### config.mk
export PLATFORM = sky130hd
export DESIGN_NAME = uart_rx_deserializer
export DESIGN_NICKNAME = d
export VERILOG_FILES = /design/src/rtl/uart_rx_deserializer.sv
export SDC_FILE = /design/constraint.sdc
export NUM_CORES = 1
export LEC_CHECK = 0
export CAP_MARGIN = 20
export CORE_MARGIN = 2
export CORE_UTILIZATION = 60
export CTS_CLUSTER_DIAMETER = 50
export DETAILED_ROUTE_END_ITERATION = 6
export PLACE_DENSITY = 0.84
export SLEW_MARGIN = 20
export SYNTH_ARGS = -nofsm -noshare
export SYNTH_HDL_FRONTEND = slang
export SYNTH_SLANG_ARGS = --single-unit
### constraint.sdc
create_clock -name clock -period 7.9 [get_ports clock]
set_input_delay 0.79 -clock clock [delete_from_list [all_inputs] [get_ports clock]]
set_output_delay 0.79 -clock clock [all_outputs]
set_load 0.1 [all_outputs]
### src/rtl/uart_rx_deserializer.sv
// UART receive front end: 2-flop sync, oversampled start/data/stop checking, valid/ready holding register.
// Optional even-parity bit and io_parity_err output when UART_RX_PARITY_EN is defined.
module uart_rx_deserializer #(
  parameter int DIV_WIDTH   = 16,
  parameter int MIN_DIVISOR = 4
) (
  input  logic                 clock,
  input  logic                 reset,
  input  logic                 io_enable,
  input  logic [DIV_WIDTH-1:0] io_divisor,
  input  logic                 io_rx,
  output logic                 io_deq_valid,
  input  logic                 io_deq_ready,
  output logic [7:0]           io_deq_bits,
  output logic                 io_busy,
  output logic                 io_frame_err,
`ifdef UART_RX_PARITY_EN
  output logic                 io_parity_err,
`endif
  output logic                 io_overrun
);

  // state     | meaning
  // IDLE      | waiting for rx_s low while enabled
  // START     | half bit into start bit, confirm it is still low
  // DATA      | sampling 8 data bits, LSB first
  // PARITY    | sampling the even-parity bit (parity builds only)
  // STOP      | sampling the stop bit, delivering or flagging the byte
  // WAIT_HIGH | line held low after a framing error, wait for idle
  typedef enum logic [2:0] {
    S_IDLE,
    S_START,
    S_DATA,
    S_STOP,
`ifdef UART_RX_PARITY_EN
    S_PARITY,
`endif
    S_WAIT_HIGH
  } state_t;

  localparam logic [DIV_WIDTH-1:0] MIN_D = DIV_WIDTH'(MIN_DIVISOR);
  localparam logic [DIV_WIDTH-1:0] ONE_D = DIV_WIDTH'(1);

  state_t               r_state;
  state_t               w_next;
  logic                 r_sync1;
  logic                 r_rx_s;
  logic [DIV_WIDTH-1:0] r_div;
  logic [DIV_WIDTH-1:0] r_cnt;
  logic [2:0]           r_idx;
  logic [7:0]           r_shift;
  logic                 r_valid;
  logic [7:0]           r_bits;
  logic                 r_ferr;
  logic                 r_ovr;
  logic [DIV_WIDTH-1:0] w_div_eff;
  logic                 w_tick;
  logic                 w_load_half;
  logic                 w_load_full;
  logic                 w_shift;
  logic                 w_good;
  logic                 w_ferr;
`ifdef UART_RX_PARITY_EN
  logic                 r_perr;
  logic                 r_par_bad;
  logic                 w_par_cap;
  logic                 w_perr;
`endif

  assign w_div_eff    = (io_divisor < MIN_D) ? MIN_D : io_divisor;
  assign w_tick       = (r_cnt == '0);
  assign io_busy      = (r_state != S_IDLE);
  assign io_deq_valid = r_valid;
  assign io_deq_bits  = r_bits;
  assign io_frame_err = r_ferr;
  assign io_overrun   = r_ovr;
`ifdef UART_RX_PARITY_EN
  assign io_parity_err = r_perr;
`endif

  always_ff @(posedge clock or negedge reset) begin
    if (!reset) r_state <= S_IDLE;
    else        r_state <= w_next;
  end

  always_comb begin
    w_next      = r_state;
    w_load_half = 1'b0;
    w_load_full = 1'b0;
    w_shift     = 1'b0;
    w_good      = 1'b0;
    w_ferr      = 1'b0;
`ifdef UART_RX_PARITY_EN
    w_par_cap   = 1'b0;
    w_perr      = 1'b0;
`endif
    case (r_state)
      S_IDLE: begin
        if (!r_rx_s) begin
          w_next      = S_START;
          w_load_half = 1'b1;
        end
      end
      S_START: begin
        if (w_tick) begin
          if (r_rx_s) begin
            w_next = S_IDLE;
          end else begin
            w_next      = S_DATA;
            w_load_full = 1'b1;
          end
        end
      end
      S_DATA: begin
        if (w_tick) begin
          w_shift     = 1'b1;
          w_load_full = 1'b1;
          if (r_idx == 3'd7) begin
`ifdef UART_RX_PARITY_EN
            w_next = S_PARITY;
`else
            w_next = S_STOP;
`endif
          end
        end
      end
`ifdef UART_RX_PARITY_EN
      S_PARITY: begin
        if (w_tick) begin
          w_par_cap   = 1'b1;
          w_load_full = 1'b1;
          w_next      = S_STOP;
        end
      end
`endif
      S_STOP: begin
        if (w_tick) begin
          if (r_rx_s) begin
            w_next = S_IDLE;
`ifdef UART_RX_PARITY_EN
            if (r_par_bad) w_perr = 1'b1;
            else           w_good = 1'b1;
`else
            w_good = 1'b1;
`endif
          end else begin
            // framing error wins over parity so a frame reports at most one error
            w_next = S_WAIT_HIGH;
            w_ferr = 1'b1;
          end
        end
      end
      S_WAIT_HIGH: begin
        if (r_rx_s) w_next = S_IDLE;
      end
      default: w_next = S_IDLE;
    endcase
    if (!io_enable) begin
      w_next      = S_IDLE;
      w_load_half = 1'b0;
      w_load_full = 1'b0;
      w_shift     = 1'b0;
      w_good      = 1'b0;
      w_ferr      = 1'b0;
`ifdef UART_RX_PARITY_EN
      w_par_cap   = 1'b0;
      w_perr      = 1'b0;
`endif
    end
  end

  always_ff @(posedge clock or negedge reset) begin
    if (!reset) begin
      r_sync1   <= 1'b1;
      r_rx_s    <= 1'b1;
      r_div     <= '0;
      r_cnt     <= '0;
      r_idx     <= '0;
      r_shift   <= '0;
      r_valid   <= 1'b0;
      r_bits    <= '0;
      r_ferr    <= 1'b0;
      r_ovr     <= 1'b0;
`ifdef UART_RX_PARITY_EN
      r_perr    <= 1'b0;
      r_par_bad <= 1'b0;
`endif
    end else begin
      r_sync1 <= io_rx;
      r_rx_s  <= r_sync1;
      r_ferr  <= w_ferr;
      r_ovr   <= 1'b0;
`ifdef UART_RX_PARITY_EN
      r_perr  <= w_perr;
      if (w_par_cap) r_par_bad <= ^{r_shift, r_rx_s};
`endif
      // divisor is captured once per frame so mid-frame changes have no effect
      if (w_load_half) begin
        r_div <= w_div_eff;
        r_cnt <= (w_div_eff >> 1) - ONE_D;
        r_idx <= '0;
      end else if (w_load_full) begin
        r_cnt <= r_div - ONE_D;
      end else if (r_cnt != '0) begin
        r_cnt <= r_cnt - ONE_D;
      end
      if (w_shift) begin
        r_shift <= {r_rx_s, r_shift[7:1]};
        r_idx   <= r_idx + 3'd1;
      end
      if (w_good) begin
        if (!r_valid || io_deq_ready) begin
          r_bits  <= r_shift;
          r_valid <= 1'b1;
        end else begin
          r_ovr <= 1'b1;
        end
      end else if (r_valid && io_deq_ready) begin
        r_valid <= 1'b0;
      end
    end
  end

endmodule

# Word level (Yosys, flattened, before mapping)
# Cells that the tools add are included.
# word_totals
latchBits,0
romBits,0
word_cells,77
memories,0
input_bits,21
ramBits,0
ff_bits,59
output_inout_bits,12
# classes
n_addsub,4
n_mul,0
magnitude_cmp,1
muxes,36
n_reduce_logical,13
div_mod_pow,0
bitwise_logic,0
n_shift,0
n_eq_ne,12
# op_table
operator,count
two-way mux 16 bit,4
"subtractor 16 x 1 -> 16 bit, second input constant",2
two-way mux 3 bit,10
two-way mux 1 bit,19
"inequality test 3 bit, second input constant",6
zero test 16 bit,1
"< comparator 16 x 3 -> 1 bit, second input constant",1
nonzero test 16 bit,1
"subtractor 15 x 1 -> 16 bit, second input constant",1
one-hot mux 3 bit (5 select lines),1
"equality test 3 x 2 -> 1 bit, second input constant",2
"equality test 3 bit, second input constant",2
AND reduction 6 bit,1
nonzero test 3 bit,2
AND reduction 2 bit,2
nonzero test 2 bit,2
"adder 3 x 1 -> 3 bit, second input constant",1
"equality test 3 x 1 -> 1 bit, second input constant",1
zero test 3 bit,1
two-way mux 2 bit,1
"inequality test 2 x 1 -> 1 bit, second input constant",1
one-hot mux 1 bit (2 select lines),1
logical AND 1 bit,1
zero test 1 bit,1
logical OR 1 bit,1

# Longest topological paths before layout
# Gate-level depths: netlist of the first run.
# logic_depth
word_depth,6
depth_mapped,11
mapped_depth_nobuf,8

# Worst setup path after synthesis of the first run
# No wires, ideal clock.
# synth_timing
path_kind,register to register
startpoint,register r_state[0]
endpoint,register r_cnt[15]
setup_slack_ns,5.029
t_arrival_ns,2.743
stages_incl_launch_ff,11
period_less_slack_ns,2.871
path_buffers,3
setup_time_ns,0.128
required_ns,7.772
path_cell_list,dfrtp_1 > buf_6 > or3_4 > buf_6 > or2_1 > buf_6 > mux2_2 > o221ai_1 > or3_1 > nor4_1 > mux2_1
# synth_via
elab_chain_cells,5
elab_cells_between_ends,10
cone_classes,eq/ne: 2; mux: 6; reduce/logical: 2
# synth_rtl
item,line,source
from (decl),44,state_t r_state;
from (signal assigned),83,else r_state <= w_next;
equality test 3 x 2 -> 1 bit or equality test 3 x 1 -> 1 bit (tied branches),97,case (r_state)
one-hot mux 1 bit (2 select lines),97,
two-way mux 1 bit,158,if (!io_enable) begin
two-way mux 16 bit,202,end else if (w_load_full) begin
two-way mux 16 bit,198,if (w_load_half) begin
to (signal assigned),200,r_cnt <= (w_div_eff >> 1) - ONE_D;
to (signal assigned),203,r_cnt <= r_div - ONE_D;
to (signal assigned),205,r_cnt <= r_cnt - ONE_D;
to (decl),49,logic [DIV_WIDTH-1:0] r_cnt;
# Parallel ways exist; a longest one is shown, timed or not.
# A chain may end at the register's enable or synchronous reset.

# Final worst setup path of the first run
# layout_timing
startpoint,input port io_divisor[6]
endpoint,register r_cnt[14]
# layout_via
elab_chain_cells,4
# layout_rtl
item,line,source
from (decl),10,"input logic [DIV_WIDTH-1:0] io_divisor,"
< comparator 16 x 3 -> 1 bit,70,assign w_div_eff = (io_divisor < MIN_D) ? MIN_D : io_divisor;
two-way mux 16 bit *,70,
subtractor 15 x 1 -> 16 bit *,200,
two-way mux 16 bit *,198,
# Mark *: on every way between the ends. The rest lies on a longest branch, timed or not.

==> summary.md, run 1 <==
| Metric | Value |
|---|---|
| Port Buffers | 32 |
| Internal power component | 579 uW |
| Resize count post-CTS | 0 |
| Fin nets | 362 |
| Sw Ratio | 30.3% |
| Crit path max fanout | 6 |
| Final setup fails | 0 |
| Worst path bufs/invs | 1 |
| CORE AREA | 0.00479 mm^2 |
| Setup TNS | 0 ps |
| Dpl cell area | 0.00338 mm^2 |
| H-tree depth | 3 |
| Status | complete, no violations |
| Placement row count | 25 |
| Vias | 2452 |
| Clock tree buffer depth | 2 |
| ANT nets after route | 0 |
| Place WS | 4250 ps |
| RSZ-0062 raised after global routing | false |
| Final Worst Setup Slack | 4570 ps |
| Slew Viols, Final | 0 |
| Gate power share | 22.4% |
| Die W | 75.1 um |
| Total track usage | 26.8% |
| Most frequent cells after synthesis | dfrtp_1 (57), nand2_1 (53), nor2_1 (25) |
| Clk root buf | clkbuf_8 |
| Post-layout util | 74.7% |
| Warning count from the yosys run | 0 |
| Area of the multi-input gates | 0.00145 mm^2 |
| Min Tclk post-route | 3330 ps |
| Post-CTS Setup Repair Bufs | 0 |
| Max_cap viols | 0 |
| Avg Cell Area, Syn | 9.90 um^2 |
| Initial Util | 63.3% |
| Hold_buf cts | 0 |
| Vias in the first global route | 2266 |
| PD cells | 232 mW/mm^2 |
| Seq pwr share | 44.7% |
| Register area share after synthesis | 48.8% |
| Remaining global-route overflow | 0 |
| Area growth syn-to-layout | 18.0% |
| Rel. slew slack | 35.1% |
| Synthesized area | 0.00303 mm^2 |
| Filler Cell Count | 354 |
| Largest delay contributor family on the critical path | simple AND/OR/NAND/NOR gates |
| Layout cells sized above 1 | 15.5% |
| Largest net degree at the start of global routing | 60 |
| Worst reg-to-reg path cell count | 8 |
| Number of enable flip-flop cells after synthesis | 0 |
| Routability Congestion | 0.902 |
| CP cell instances | clkdlybuf4s50_1, nor3_1, nand4_1, o211a_1, a21oi_2, ha_1, nand2_1, nor3_1, mux2_1 |
| Routed len/inst | 16.2 um |
| Sw power | 251 uW |
| Ports | 33 |
| CP dominant cell by count | nor3_1 |
| Drt first pass iters | 5 |
| Hpwl dp | 4550 um |
| Setup Skew | 5.18 ps |
| Antenna violations before repair | 0 |
| CP required | 8120 ps |
| Startpoint types | primary input |
| Measured slew at the worst slew-check pin | 971 ps |
| Reg-to-reg startpoint | r_state[1] |
| Clock power share | 32.9% |
| Distinct cells, synth | 56 |
| Drt via density | 5.98 |
| Antenna diodes | 0 |
| #FFs+latches synth | 59 |
| Reg area | 0.00148 mm^2 |
| R2R Path End | r_cnt[15] |
| Worst setup EP type | flip-flop |
| Total power | 830 uW |
| Max VDD drop | 171 uV |
| Synth top area cells | dfrtp_1 (47%), mux2_2 (7.1%), nand2_1 (6.6%) |
| Hold Violations, Final | 0 |
| Max Freq | 300 MHz |
| Arr. time, crit path | 3560 ps |
| Final period utilization | 42.2% |
| Async S/R FF share, synth | 100% |
| TritonCTS Buffers | 9 |
| First-iteration detailed-routing DRC count | 247 |
| Post-synth top area share | 47.1% |
| Worst skew pair latency | 340 ps |
| Worst setup path class | primary input to flip-flop |
| CTS Sinks | 59 |
| Post-Route WL | 6660 um |
| Worst Setup SP | io_divisor[6] |
| Primary FF master, synth | dfrtp_1 |
| First-pass GRT wire length | 10900 um |
| Synth Net Count | 330 |
| Slowest-stage cell, CP | nor3_1 |
| Cells after Synth | 306 |
| CTS tree | done |
| Worst setup path end | r_cnt[14] |
| Layout Cell Area excl Fill | 0.00357 mm^2 |
| Cell with the most instances after synthesis | dfrtp_1 |
| Total die area | 0.00563 mm^2 |
| Reg-to-reg slack, setup | 4790 ps |
| Yosys top cell by area | dfrtp_1 |
| Critical path depth in cells | 9 |
| Die span in y | 75.1 um |
| Hold Crit Class | flip-flop to flip-flop |
| Worst path max stage delay | 460 ps |
| Remaining DRCs | 0 |
| CTS clk-pin slew, worst paths | 70 ps |
| Lkg Pwr | 0.00162 uW |
-- registers in the layout, indices dropped and copies added, names as in the netlist --
| register | cells |
|---|---|
| io_frame_err | 1 |
| r_div | 16 |
| r_rx_s | 1 |
| io_deq_bits | 8 |
| io_deq_valid | 1 |
| r_cnt | 16 |
| r_state | 3 |
| r_shift | 8 |
| r_idx | 3 |
| io_overrun | 1 |
| r_sync1 | 1 |
-- cell type report --
class | count | area share, %
Clock inverter | 4 | 1.40
Clock buffer | 12 | 4.06
Timing Repair Buffer | 37 | 9.87
Multi-Input combinational cell | 228 | 40.6
Inverter | 3 | 0.315
Sequential cell | 59 | 41.4
Tap cell | 67 | 2.35
-- stage by stage --
step / hold WS (ps) / cells
after global placement: 347 / 394
final: 361 / 410
after global routing: 368 / 410
after floorplan: 345 / 306
after detailed placement: 352 / 394
after CTS: 361 / 410
-- worst min path at each step --
stage               slack [ps]  startpoint  depth (start not counted)     end
CTS                        360     r_sync1                          0  r_rx_s
global route               370     r_sync1                          0  r_rx_s
floorplan                  350     r_sync1                          0  r_rx_s
finish                     360     r_sync1                          0  r_rx_s
detailed placement         350     r_sync1                          0  r_rx_s
global placement           350     r_sync1                          0  r_rx_s
-- logic make-up after synthesis --
kind of cell | count (synthesis) | synth area share [%]
and+or+nand+nor | 143 | 23.5
DFF | 59 | 48.8
AOI/OAI and AO/OA | 50 | 11.2
muxes | 27 | 10.5
buffers and inverters | 19 | 3.26
xor gates and xnor gates | 5 | 1.45
adders and majority gates | 3 | 1.24
-- placed cells by master, fill, tap and decap left out, types with 6 or more instances in the layout --
cell | synthesis | layout
mux2_2 | 19 | 19
nor4_1 | 8 | 8
a21oi_1 | 15 | 15
o21ai_0 | 11 | 11
nor3_1 | 9 | 9
nand2_1 | 53 | 53
or3_1 | 6 | 6
nand3_1 | 8 | 8
nor2_1 | 25 | 25
clkbuf_8 | 0 | 10
dfrtp_1 | 57 | 57
clkdlybuf4s50_1 | 0 | 31
-- power by group through the flow --
stage                     Clock (uW)  Combinational [uW]  Sequential (uW)
after global placement             0                 177              374
after global routing             291                 206              374
after detailed placement           0                 182              376
after floorplan                    0                 137              365
final                            273                 186              371
after CTS                        275                 184              370
-- metal layers --
layer	track usage, %	wire length (um)	vias to the layer above
met4	7.54	102	0
li1	-	-	1162
met3	10.4	580	13
met5	0	0	-
met1	38.0	2920	1168
met2	38.8	3060	109
Note: power is estimated with default switching activity, not from simulation.
==> inputs of run 2 (changes only) <==
--- a/config.mk
+++ b/config.mk
@@ -7,10 +7,10 @@
 export LEC_CHECK = 0
 export CAP_MARGIN = 20
 export CORE_MARGIN = 2
-export CORE_UTILIZATION = 60
+export CORE_UTILIZATION = 51
 export CTS_CLUSTER_DIAMETER = 50
 export DETAILED_ROUTE_END_ITERATION = 6
-export PLACE_DENSITY = 0.84
+export PLACE_DENSITY = 0.76
 export SLEW_MARGIN = 20
 export SYNTH_ARGS = -nofsm -noshare
 export SYNTH_HDL_FRONTEND = slang
==> constraint.sdc (replaced) <==
create_clock -name clock -period 2.9 [get_ports clock]
set_input_delay 0.29 -clock clock [delete_from_list [all_inputs] [get_ports clock]]
set_output_delay 0.29 -clock clock [all_outputs]
set_load 0.1 [all_outputs]
==> run 2 against run 1 <==
Non-clock buffer count increased by 23. Global-route usage decreased by 2.3 points. Cell area increased by 4.8%. Critical path type is now flip-flop to flip-flop. Largest cell class unchanged. Highest routed layer unchanged. Wire length increased by 9.8%.
==> summary.md, run 2 (synthesis results as in run 1) <==
| Metric | Value |
|---|---|
| Crit path max fanout | 14 |
| Largest regs | r_cnt (16), r_div (16) |
| Layout cells sized above 1 | 24.9% |
| Routed len/inst | 16.6 um |
| Hold Startpoint | io_rx |
| Remaining DRCs | 0 |
| Startpoint types | flip-flop |
| First-iteration detailed-routing DRC count | 241 |
| Total die area | 0.00657 mm^2 |
| Fin nets | 385 |
| ANT nets after route | 0 |
| Area growth syn-to-layout | 23.6% |
| Initial Util | 52.1% |
| Hold Path Depth | 1 |
| Drt via density | 5.83 |
| Commonest non-fill, non-tap cells in the layout | dfrtp_1 (57), nand2_1 (53), buf_4 (39) |
| R2R Path End | r_cnt[11] |
| First-pass GRT wire length | 12100 um |
| CTS tree | done |
| CTS Sinks | 59 |
| Antenna violations before repair | 0 |
| Max VDD drop | 328 uV |
| Hold path endpoint | r_sync1 |
| Total track usage | 24.5% |
| Worst setup EP type | flip-flop |
| Reg-to-reg startpoint | r_rx_s |
| Post-CTS Setup Repair Bufs | 0 |
| Die W | 81.1 um |
| Rel. slew slack | 58.4% |
| H-tree depth | 3 |
| Min Tclk post-route | 2750 ps |
| Status | complete, no violations |
| Measured slew at the worst slew-check pin | 624 ps |
| Lkg Pwr | 0.00175 uW |
| Gate power share | 23.3% |
| Sw Ratio | 31.5% |
| Arr. time, crit path | 3020 ps |
| Remaining global-route overflow | 0 |
| CORE AREA | 0.00582 mm^2 |
| CTS clk-pin slew, worst paths | 70 ps |
| Port Buffers | 32 |
| Reg-to-reg slack, setup | 150 ps |
| Vias in the first global route | 2465 |
| Internal power component | 1590 uW |
| Worst skew pair latency | 350 ps |
| Ports | 33 |
| Final period utilization | 94.8% |
| Worst setup path class | flip-flop to flip-flop |
| Largest net degree at the start of global routing | 34 |
| Clk root buf | clkbuf_8 |
| PD cells | 620 mW/mm^2 |
| Sw power | 731 uW |
| RSZ-0062 raised after global routing | false |
| Most common cell after layout, fill and taps aside | dfrtp_1 |
| Post-layout util | 64.4% |
| Drt first pass iters | 5 |
| Hpwl dp | 5280 um |
| Setup Skew | 8.71 ps |
| Vias | 2569 |
| Seq pwr share | 43.7% |
| Max Freq | 364 MHz |
| Final setup fails | 0 |
| Slew Viols, Final | 0 |
| CP required | 3170 ps |
| Worst reg-to-reg path cell count | 8 |
| Max_cap viols | 0 |
| Placement row count | 28 |
| Routability Congestion | 0.949 |
| Clock tree buffer depth | 2 |
| Hold slack final | 356 ps |
| Post-Route WL | 7300 um |
| TritonCTS Buffers | 9 |
| Hold Violations, Final | 0 |
| Clock power share | 33.0% |
| Hold Crit Class | primary input to flip-flop |
| Die span in y | 81.1 um |
| Setup TNS | 0 ps |
| Antenna diodes | 0 |
[run 2: layer usage]
metal	GRT usage [%]	vias up	share of wire (%)
met2	38.3	92	49
li1	-	1206	-
met3	6.22	19	6.0
met1	33.6	1252	44
met4	7.80	0	1.7
met5	0	-	0
[run 2: cell type report]
class,instances,area (um^2)
fill,466,2070
sequential,59,1480
multi-input combinational,228,1460
timing repair buffer,60,498
clock buffer,9,124
tap,75,93.8
clock inverter,7,76.3
inverter,3,11.3
[run 2: worst max-delay path by stage]
stage	start	end	depth (start not counted)
after CTS	r_state[1]	r_cnt[14]	8
after global routing	r_state[0]	r_cnt[15]	8
after detailed placement	io_enable	r_cnt[15]	8
after global placement	io_enable	r_cnt[15]	8
after floorplan	r_state[0]	r_cnt[15]	10
final	r_rx_s	r_cnt[11]	8
[run 2: repair_timing]
| item | CTS | global route |
|---|---|---|
| hold endpoints to repair | 24 | 0 |
| hold buffers | 1 | 0 |
| setup endpoints to repair | 0 | 2 |
| gates resized for setup | 0 | 2 |
[run 2: critical path, cell delays in order, from the launching register on]
cell and delay, ps:
dfstp_2 530, buf_4 150, nand2b_1 230, or2_1 230
buf_4 270, mux2i_4 410, nand3_4 170, or4_1 520
a21oi_1 160
[run 2: per-stage QoR]
stage	area [um^2]	setup WS [ps]	total power [uW]	cells
final	3740	150	2320	441
after global routing	3740	9.78	2430	441
after CTS	3730	144	2330	441
after detailed placement	3520	61.9	1560	424
after global placement	3520	145	1540	424
after floorplan	3030	29.0	1370	306
[run 2: power by group through the flow]
| stage | clock, uW | combinational (uW) | sequential [uW] |
|---|---|---|---|
| 6_report | 766 | 540 | 1010 |
| 3_5_place_dp | 0 | 536 | 1020 |
| 3_3_place_gp | 0 | 521 | 1020 |
| 5_1_grt | 814 | 596 | 1020 |
| 4_1_cts | 781 | 538 | 1010 |
| 2_1_floorplan | 0 | 374 | 996 |
